<file path="src/rtl/rv32_pipe_pkg.sv">
// Shared definitions for the RV32 5-stage pipeline control slice.
//   NOP_INSTR     : canonical bubble encoding (addi x0, x0, 0)
//   XLEN_DEFAULT  : default datapath / PC width
//   REG_X0        : architectural zero register index
//   ctrl_state_t  : hazard sequencer state (RUN / REDIR_PEND)
package rv32_pipe_pkg;

    localparam int          XLEN_DEFAULT = 32;
    localparam logic [31:0] NOP_INSTR    = 32'h0000_0013;
    localparam logic [4:0]  REG_X0       = 5'd0;

    // Two bits wide so that a corrupted register value is representable and
    // can be steered back to RUN.
    typedef enum logic [1:0] {
        RUN        = 2'd0,
        REDIR_PEND = 2'd1
    } ctrl_state_t;

endpackage

</file>
<file path="src/rtl/lu_hazard_det.sv">
// Load-use hazard detector.
// Flags when the load in EX writes a register that the instruction in ID
// actually reads. Writes to x0 never create a dependency.
//   idex_mem_read         : instruction in EX is a load
//   idex_rd               : destination register of the EX instruction
//   ifid_rs1 / ifid_rs2   : source registers of the ID instruction
//   ifid_use_rs1 / _rs2   : ID instruction reads rs1 / rs2
//   lu                    : load-use hazard present
module lu_hazard_det
    import rv32_pipe_pkg::*;
(
    input  logic       idex_mem_read,
    input  logic [4:0] idex_rd,
    input  logic [4:0] ifid_rs1,
    input  logic [4:0] ifid_rs2,
    input  logic       ifid_use_rs1,
    input  logic       ifid_use_rs2,
    output logic       lu
);

    logic hit_rs1;
    logic hit_rs2;

    assign hit_rs1 = ifid_use_rs1 && (idex_rd == ifid_rs1);
    assign hit_rs2 = ifid_use_rs2 && (idex_rd == ifid_rs2);
    assign lu      = idex_mem_read && (idex_rd != REG_X0) && (hit_rs1 || hit_rs2);

endmodule

</file>
<file path="src/rtl/pipe_hazard_ctrl.sv">
// Central stall/flush sequencer for the 5-stage RV32 pipeline.
// Drives the enables and flushes of the PC and the pipeline registers,
// arbitrating (highest first) data-memory wait, EX branch redirect,
// load-use hazard and instruction-fetch wait. A redirect that fetch cannot
// accept is parked in REDIR_PEND until fetch is ready.
// All control outputs are combinational from state and inputs; only the
// state, the parked target and the two performance counters are registered.
//   clk, rst                : clock, synchronous active-high reset
//   imem_ready              : fetch port accepts a PC this cycle
//   dmem_req_mem/dmem_ready : MEM-stage access present / completing
//   ex_branch_taken/ex_target : EX redirect request and target
//   idex_*, ifid_*          : operand info for load-use detection
//   pc_en, pc_redirect, redirect_pc_o : PC load enable, mux select, target
//   ifid_en, idex_en, exmem_en        : stage register enables
//   ifid_flush, idex_flush, memwb_flush : bubble insertion
//   stall_cnt, flush_cnt    : cycles with pc_en=0, committed redirects
module pipe_hazard_ctrl
    import rv32_pipe_pkg::*;
#(
    parameter int XLEN  = XLEN_DEFAULT,
    parameter int CNT_W = 32
) (
    input  logic             clk,
    input  logic             rst,
    input  logic             imem_ready,
    input  logic             dmem_req_mem,
    input  logic             dmem_ready,
    input  logic             ex_branch_taken,
    input  logic [XLEN-1:0]  ex_target,
    input  logic             idex_mem_read,
    input  logic [4:0]       idex_rd,
    input  logic [4:0]       ifid_rs1,
    input  logic [4:0]       ifid_rs2,
    input  logic             ifid_use_rs1,
    input  logic             ifid_use_rs2,
    output logic             pc_en,
    output logic             pc_redirect,
    output logic [XLEN-1:0]  redirect_pc_o,
    output logic             ifid_en,
    output logic             idex_en,
    output logic             exmem_en,
    output logic             ifid_flush,
    output logic             idex_flush,
    output logic             memwb_flush,
    output logic [CNT_W-1:0] stall_cnt,
    output logic [CNT_W-1:0] flush_cnt
);

    ctrl_state_t     state;
    ctrl_state_t     state_nxt;
    logic [XLEN-1:0] pend_pc;
    logic [XLEN-1:0] pend_pc_nxt;
    logic            dstall;
    logic            lu;
    logic            commit;

    assign dstall = dmem_req_mem && !dmem_ready;

    lu_hazard_det u_lu (
        .idex_mem_read (idex_mem_read),
        .idex_rd       (idex_rd),
        .ifid_rs1      (ifid_rs1),
        .ifid_rs2      (ifid_rs2),
        .ifid_use_rs1  (ifid_use_rs1),
        .ifid_use_rs2  (ifid_use_rs2),
        .lu            (lu)
    );

    always_comb begin
        pc_en         = 1'b1;
        pc_redirect   = 1'b0;
        redirect_pc_o = '0;
        ifid_en       = 1'b1;
        idex_en       = 1'b1;
        exmem_en      = 1'b1;
        ifid_flush    = 1'b0;
        idex_flush    = 1'b0;
        memwb_flush   = 1'b0;
        commit        = 1'b0;
        state_nxt     = state;
        pend_pc_nxt   = pend_pc;

        if (rst) begin
            pc_en       = 1'b0;
            ifid_en     = 1'b0;
            idex_en     = 1'b0;
            exmem_en    = 1'b0;
            ifid_flush  = 1'b1;
            idex_flush  = 1'b1;
            memwb_flush = 1'b1;
            state_nxt   = RUN;
            pend_pc_nxt = '0;
        end else begin
            case (state)
                RUN: begin
                    if (dstall) begin
                        // Freeze everything up to MEM; a branch in EX waits.
                        pc_en       = 1'b0;
                        ifid_en     = 1'b0;
                        idex_en     = 1'b0;
                        exmem_en    = 1'b0;
                        memwb_flush = 1'b1;
                    end else if (ex_branch_taken) begin
                        // Younger instructions are squashed, so lu is moot.
                        ifid_flush    = 1'b1;
                        idex_flush    = 1'b1;
                        pc_redirect   = 1'b1;
                        redirect_pc_o = ex_target;
                        if (imem_ready) begin
                            commit = 1'b1;
                        end else begin
                            pc_en       = 1'b0;
                            pend_pc_nxt = ex_target;
                            state_nxt   = REDIR_PEND;
                        end
                    end else if (lu) begin
                        pc_en      = 1'b0;
                        ifid_en    = 1'b0;
                        idex_flush = 1'b1;
                    end else if (!imem_ready) begin
                        pc_en      = 1'b0;
                        ifid_flush = 1'b1;
                    end
                end
                REDIR_PEND: begin
                    pc_redirect   = 1'b1;
                    redirect_pc_o = pend_pc;
                    ifid_flush    = 1'b1;
                    if (dstall) begin
                        pc_en       = 1'b0;
                        ifid_en     = 1'b0;
                        idex_en     = 1'b0;
                        exmem_en    = 1'b0;
                        memwb_flush = 1'b1;
                    end else if (imem_ready) begin
                        commit    = 1'b1;
                        state_nxt = RUN;
                    end else begin
                        pc_en = 1'b0;
                    end
                end
                default: begin
                    state_nxt = RUN;
                end
            endcase
        end
    end

    always_ff @(posedge clk) begin
        if (rst) begin
            state     <= RUN;
            pend_pc   <= '0;
            stall_cnt <= '0;
            flush_cnt <= '0;
        end else begin
            state   <= state_nxt;
            pend_pc <= pend_pc_nxt;
            if (!pc_en) begin
                stall_cnt <= stall_cnt + CNT_W'(1);
            end
            if (commit) begin
                flush_cnt <= flush_cnt + CNT_W'(1);
            end
        end
    end

endmodule

</file>
<file path="config.mk">
export PLATFORM = sky130hd
export DESIGN_NAME = pipe_hazard_ctrl
export DESIGN_NICKNAME = d
export VERILOG_FILES = /design/src/rtl/rv32_pipe_pkg.sv /design/src/rtl/lu_hazard_det.sv /design/src/rtl/pipe_hazard_ctrl.sv
export SDC_FILE = /design/constraint.sdc
export NUM_CORES = 1
export LEC_CHECK = 0
export ABC_AREA = 1
export BUFFER_PORTS_ARGS = -buffer_cell sky130_fd_sc_hd__buf_4
export CAP_MARGIN = 20
export CORE_MARGIN = 2
export CORE_UTILIZATION = 48
export CTS_CLUSTER_DIAMETER = 100
export DETAILED_ROUTE_END_ITERATION = 12
export GPL_ROUTABILITY_DRIVEN = 0
export PLACE_DENSITY = 0.77
export REMOVE_ABC_BUFFERS = 1
export SYNTH_ARGS = -nofsm -noshare
export SYNTH_HDL_FRONTEND = slang
export SYNTH_SLANG_ARGS = --single-unit
</file>
<file path="constraint.sdc">
create_clock -name clk -period 1.62 [get_ports clk]
set_clock_uncertainty 0.15 [all_clocks]
set_input_delay 0.324 -clock clk [delete_from_list [all_inputs] [get_ports clk]]
set_output_delay 0.324 -clock clk [all_outputs]
set_load 0.01 [all_outputs]
</file>
==> impl_metrics.prom <==
# TYPE chip_impl_metric gauge
chip_impl_info{name="outcome",value="finished, violations left"} 1
chip_impl_info{name="failing_checks",value="setup timing"} 1
chip_impl_metric{name="effective_utilization_at_floorplan",unit="%"} 48.8
chip_impl_metric{name="routed-via-count",unit=""} 7416
chip_impl_metric{name="worst_pin_slew",unit="ns"} 0.247
chip_impl_info{name="mostFrequentLayoutCells",value="nand2_1, buf_4, a21oi_1"} 1
chip_impl_metric{name="port_buffers",unit=""} 159
chip_impl_info{name="tritoncts",value="yes"} 1
chip_impl_metric{name="synthesis.yosys.warnings",unit=""} 0
chip_impl_metric{name="die_area",unit="mm2"} 0.0131
chip_impl_info{name="hold_path.class",value="in -> reg"} 1
chip_impl_metric{name="fp.dieH",unit="um"} 114
chip_impl_metric{name="setup_slack_after_placement",unit="ns"} -0.304
chip_impl_info{name="critical_path_class",value="reg -> out"} 1
chip_impl_metric{name="grt-ovfl-total",unit=""} 0
chip_impl_metric{name="crit_path_max_fanout",unit=""} 6
chip_impl_metric{name="grt_pass1_wl",unit="um"} 29900
chip_impl_metric{name="drv.max_cap_violation_count",unit=""} 0
chip_impl_metric{name="yosysSeqAreaShare",unit="%"} 33.3
chip_impl_metric{name="htree_levels",unit=""} 3
chip_impl_metric{name="synth_fa_ha_area_share",unit="%"} 0.429
chip_impl_metric{name="synth.area.mux_share",unit="%"} 0
chip_impl_info{name="hold_path_startpoint",value="ex_target[3]"} 1
chip_impl_metric{name="wl_met3",unit="um"} 1250
chip_impl_metric{name="coreArea",unit="mm2"} 0.0120
chip_impl_metric{name="finalCriticalPeriod",unit="ns"} 1.95
chip_impl_metric{name="design.final.nets",unit=""} 1282
chip_impl_metric{name="fillCellCount",unit=""} 886
chip_impl_metric{name="design_area",unit="mm2"} 0.00920
chip_impl_metric{name="setup-violations-final",unit=""} 66
chip_impl_metric{name="slew_headroom",unit="%"} 83.5
chip_impl_metric{name="dp_hpwl",unit="um"} 13600
chip_impl_metric{name="power_leakage",unit="uW"} 0.00385
chip_impl_metric{name="finalHoldViolCount",unit=""} 0
chip_impl_metric{name="fmax",unit="GHz"} 0.513
chip_impl_metric{name="detail_route.wirelength",unit="um"} 20900
chip_impl_metric{name="worst_hold_slack",unit="ns"} 0.0891
chip_impl_metric{name="fin_cells",unit=""} 1376
chip_impl_info{name="endpoint_kind",value="output pin"} 1
chip_impl_info{name="worst_setup_path_start_kind",value="flip-flop"} 1
chip_impl_metric{name="post_route_cells_drive_above_1_share",unit="%"} 40.6
chip_impl_metric{name="slack_of_the_critical_path",unit="ns"} -0.329
chip_impl_metric{name="layout_stage_area_growth_over_the_synthesis_result",unit="%"} 57.6
chip_impl_info{name="synth_top_cells_by_area",value="dfxtp_1, nand2_1, a21oi_1"} 1
chip_impl_metric{name="period_share",unit="%"} 120
chip_impl_metric{name="die-width",unit="um"} 114
chip_impl_metric{name="detail_route.wl_per_cell",unit="um"} 15.2
chip_impl_metric{name="post_place_cell_area",unit="mm2"} 0.00789
chip_impl_info{name="clock-root-buffer",value="clkbuf_16"} 1
chip_impl_info{name="rsz0062_at_grt",value="true"} 1
chip_impl_info{name="synthDominantAreaCellType",value="dfxtp_1"} 1
chip_impl_metric{name="r2r_slack",unit="ns"} -0.25
chip_impl_metric{name="synth.top_cell.area_share",unit="%"} 33.3
chip_impl_metric{name="syn_area_per_cell",unit="um2"} 6.04
chip_impl_metric{name="largest_net_degree_at_the_start_of_global_routing",unit=""} 44
chip_impl_metric{name="remaining_drc_errors",unit=""} 0
chip_impl_metric{name="post_synth_and_or_nand_nor_area_fraction",unit="%"} 42.3
chip_impl_metric{name="synth-compound-area-share",unit="%"} 12.6
chip_impl_metric{name="num_io_pins",unit=""} 160
chip_impl_metric{name="count_of_cells_along_the_worst_hold_path",unit=""} 3
chip_impl_metric{name="place.detailed.instances",unit=""} 1343
chip_impl_metric{name="clock_insertion_delay_worst_skew",unit="ns"} 0.35
chip_impl_info{name="largest_family_of_logic_cells_by_synthesized_area",value="simple AND/OR/NAND/NOR gates"} 1
chip_impl_metric{name="detail-route-antenna-nets",unit=""} 0
chip_impl_metric{name="synth_cell_types",unit=""} 32
chip_impl_metric{name="synthXorXnorAreaFrac",unit="%"} 2.70
chip_impl_metric{name="finalCoreUtilization",unit="%"} 76.9
chip_impl_metric{name="ff2ff_path_depth",unit=""} 10
chip_impl_metric{name="path_clk_slew",unit="ns"} 0.07
chip_impl_metric{name="vdd_drop_max",unit="mV"} 0.457
chip_impl_metric{name="worst-endpoint-arrival",unit="ns"} 1.47
chip_impl_info{name="worst_hold_endpoint",value="pend_pc[3]"} 1
chip_impl_metric{name="drt_pre_antenna_iters",unit=""} 7
chip_impl_metric{name="synth-seq-cells",unit=""} 97
chip_impl_metric{name="via_density_per_instance",unit=""} 5.39
chip_impl_metric{name="m1WireLength",unit="um"} 8630
chip_impl_metric{name="timing.critical_path.required",unit="ns"} 1.15
chip_impl_metric{name="cts-buffers-inserted",unit=""} 9
chip_impl_metric{name="grtUsageTotal",unit="%"} 27.8
chip_impl_metric{name="clkSinkCount",unit=""} 97
chip_impl_metric{name="route.met2.wl",unit="um"} 10300
chip_impl_info{name="rr_startpoint",value="state[0]"} 1
chip_impl_metric{name="syn_inst",unit=""} 967
chip_impl_info{name="mostFrequentLayoutCell",value="nand2_1"} 1
chip_impl_metric{name="power.density_cell_area",unit="mW/mm2"} 595
chip_impl_metric{name="syn-cell-area",unit="mm2"} 0.00584
chip_impl_metric{name="grt_antenna_before_repair",unit=""} 0
chip_impl_metric{name="grt_pass1_vias",unit=""} 6491
chip_impl_metric{name="clock_buffer_depth",unit=""} 2
chip_impl_metric{name="diodes",unit=""} 0
chip_impl_metric{name="row_count",unit=""} 40
chip_impl_metric{name="drv_slew",unit=""} 0
chip_impl_metric{name="drtIter0Drc",unit=""} 610
chip_impl_info{name="crit-reg2reg-capture",value="flush_cnt[13]"} 1
chip_impl_info{name="top_layer",value="met4"} 1
[layer usage]
layer | track usage (%) | up-vias
met1 | 36.1 | 3398
met4 | 6.99 | 0
li1 | - | 3624
met3 | 4.50 | 64
met2 | 48.2 | 330
met5 | 0 | -
[layout make-up]
| class | instances | area (um2) | share of cell area, % |
|---|---|---|---|
| Multi-Input combinational cell | 747 | 3990 | 43.3 |
| Tap cell | 147 | 184 | 2.00 |
| Sequential cell | 97 | 1980 | 21.6 |
| Timing Repair Buffer | 286 | 2420 | 26.3 |
| Clock inverter | 3 | 25.0 | 0.272 |
| Inverter | 83 | 339 | 3.69 |
| Clock buffer | 13 | 260 | 2.83 |
[flip-flops by register name (all words and copies together) (netlist names)]
| name | cells |
|---|---|
| state | 1 |
| pend_pc | 32 |
| flush_cnt | 32 |
| stall_cnt | 32 |
[per-stage QoR]
| stage | setup TNS (ns) | power [uW] |
|---|---|---|
| finish | -12.30 | 5480 |
| global route | -17.42 | 5660 |
| CTS | -9.79 | 5340 |
| detailed placement | -20.04 | 3210 |
| global placement | -15.61 | 3190 |
| floorplan | -73.91 | 2790 |
[cell families (layout without fill, tap and decap cells)]
family | after synthesis | in the layout
XOR/XNOR | 18 | 18
buffers and inverters | 123 | 385
flip-flops | 97 | 97
AO/OA/AOI/OAI | 144 | 144
adder cells (fa/ha/maj) | 2 | 2
AND/OR/NAND/NOR | 583 | 583
[where the power goes]
part | switching [uW] | internal, uW | leakage [uW] | total, uW
Sequential | 31.4 | 2430 | 0.000800 | 2460
Clock | 966 | 1130 | 0.000136 | 2100
Combinational | 482 | 435 | 0.00292 | 917
[critical path, stage by stage, from the launching register on]
cell	delay [ns]
dfxtp_2	0.32
inv_2	0.07
nand3_4	0.12
clkinv_8	0.11
clkbuf_16	0.16
nand2_4	0.05
a21oi_2	0.14
buf_4	0.14
[cells in the mapped netlist, drive strengths merged]
| library cell | n |
|---|---|
| nor2 | 94 |
| clkbuf | 17 |
| xnor2 | 2 |
| nand4 | 11 |
| a211oi | 1 |
| o21ai | 16 |
| ha | 2 |
| dfxtp | 97 |
| nor3 | 28 |
| o31ai | 2 |
| nand3 | 64 |
| inv | 82 |
| o21a | 1 |
| nand3b | 12 |
| buf | 23 |
| xor2 | 16 |
| clkinv | 1 |
| nand2 | 374 |
| a31oi | 2 |
| a21oi | 122 |
[worst max-delay path by stage]
stage | from | endpoint | slack, ns | cells past startpoint
after floorplan | state[0] | pend_pc[0] | -0.90 | 6
after global placement | dmem_req_mem | flush_cnt[23] | -0.22 | 9
after detailed placement | dmem_req_mem | flush_cnt[17] | -0.30 | 10
after CTS | state[0] | redirect_pc_o[28] | -0.29 | 7
after global routing | state[0] | redirect_pc_o[9] | -0.37 | 7
final | state[0] | redirect_pc_o[27] | -0.33 | 7
[timing repair]
action | 4_1_cts | 5_1_grt
endpoints found under the setup margin | 66 | 128
gates resized for setup | 45 | 206
gates cloned | 1 | 5
endpoints found under the hold margin | 0 | 0
buffers inserted | 8 | 3
pin swaps | 11 | 43
hold buffers | 0 | 0
No activity file was read; power rests on OpenSTA's default activity.
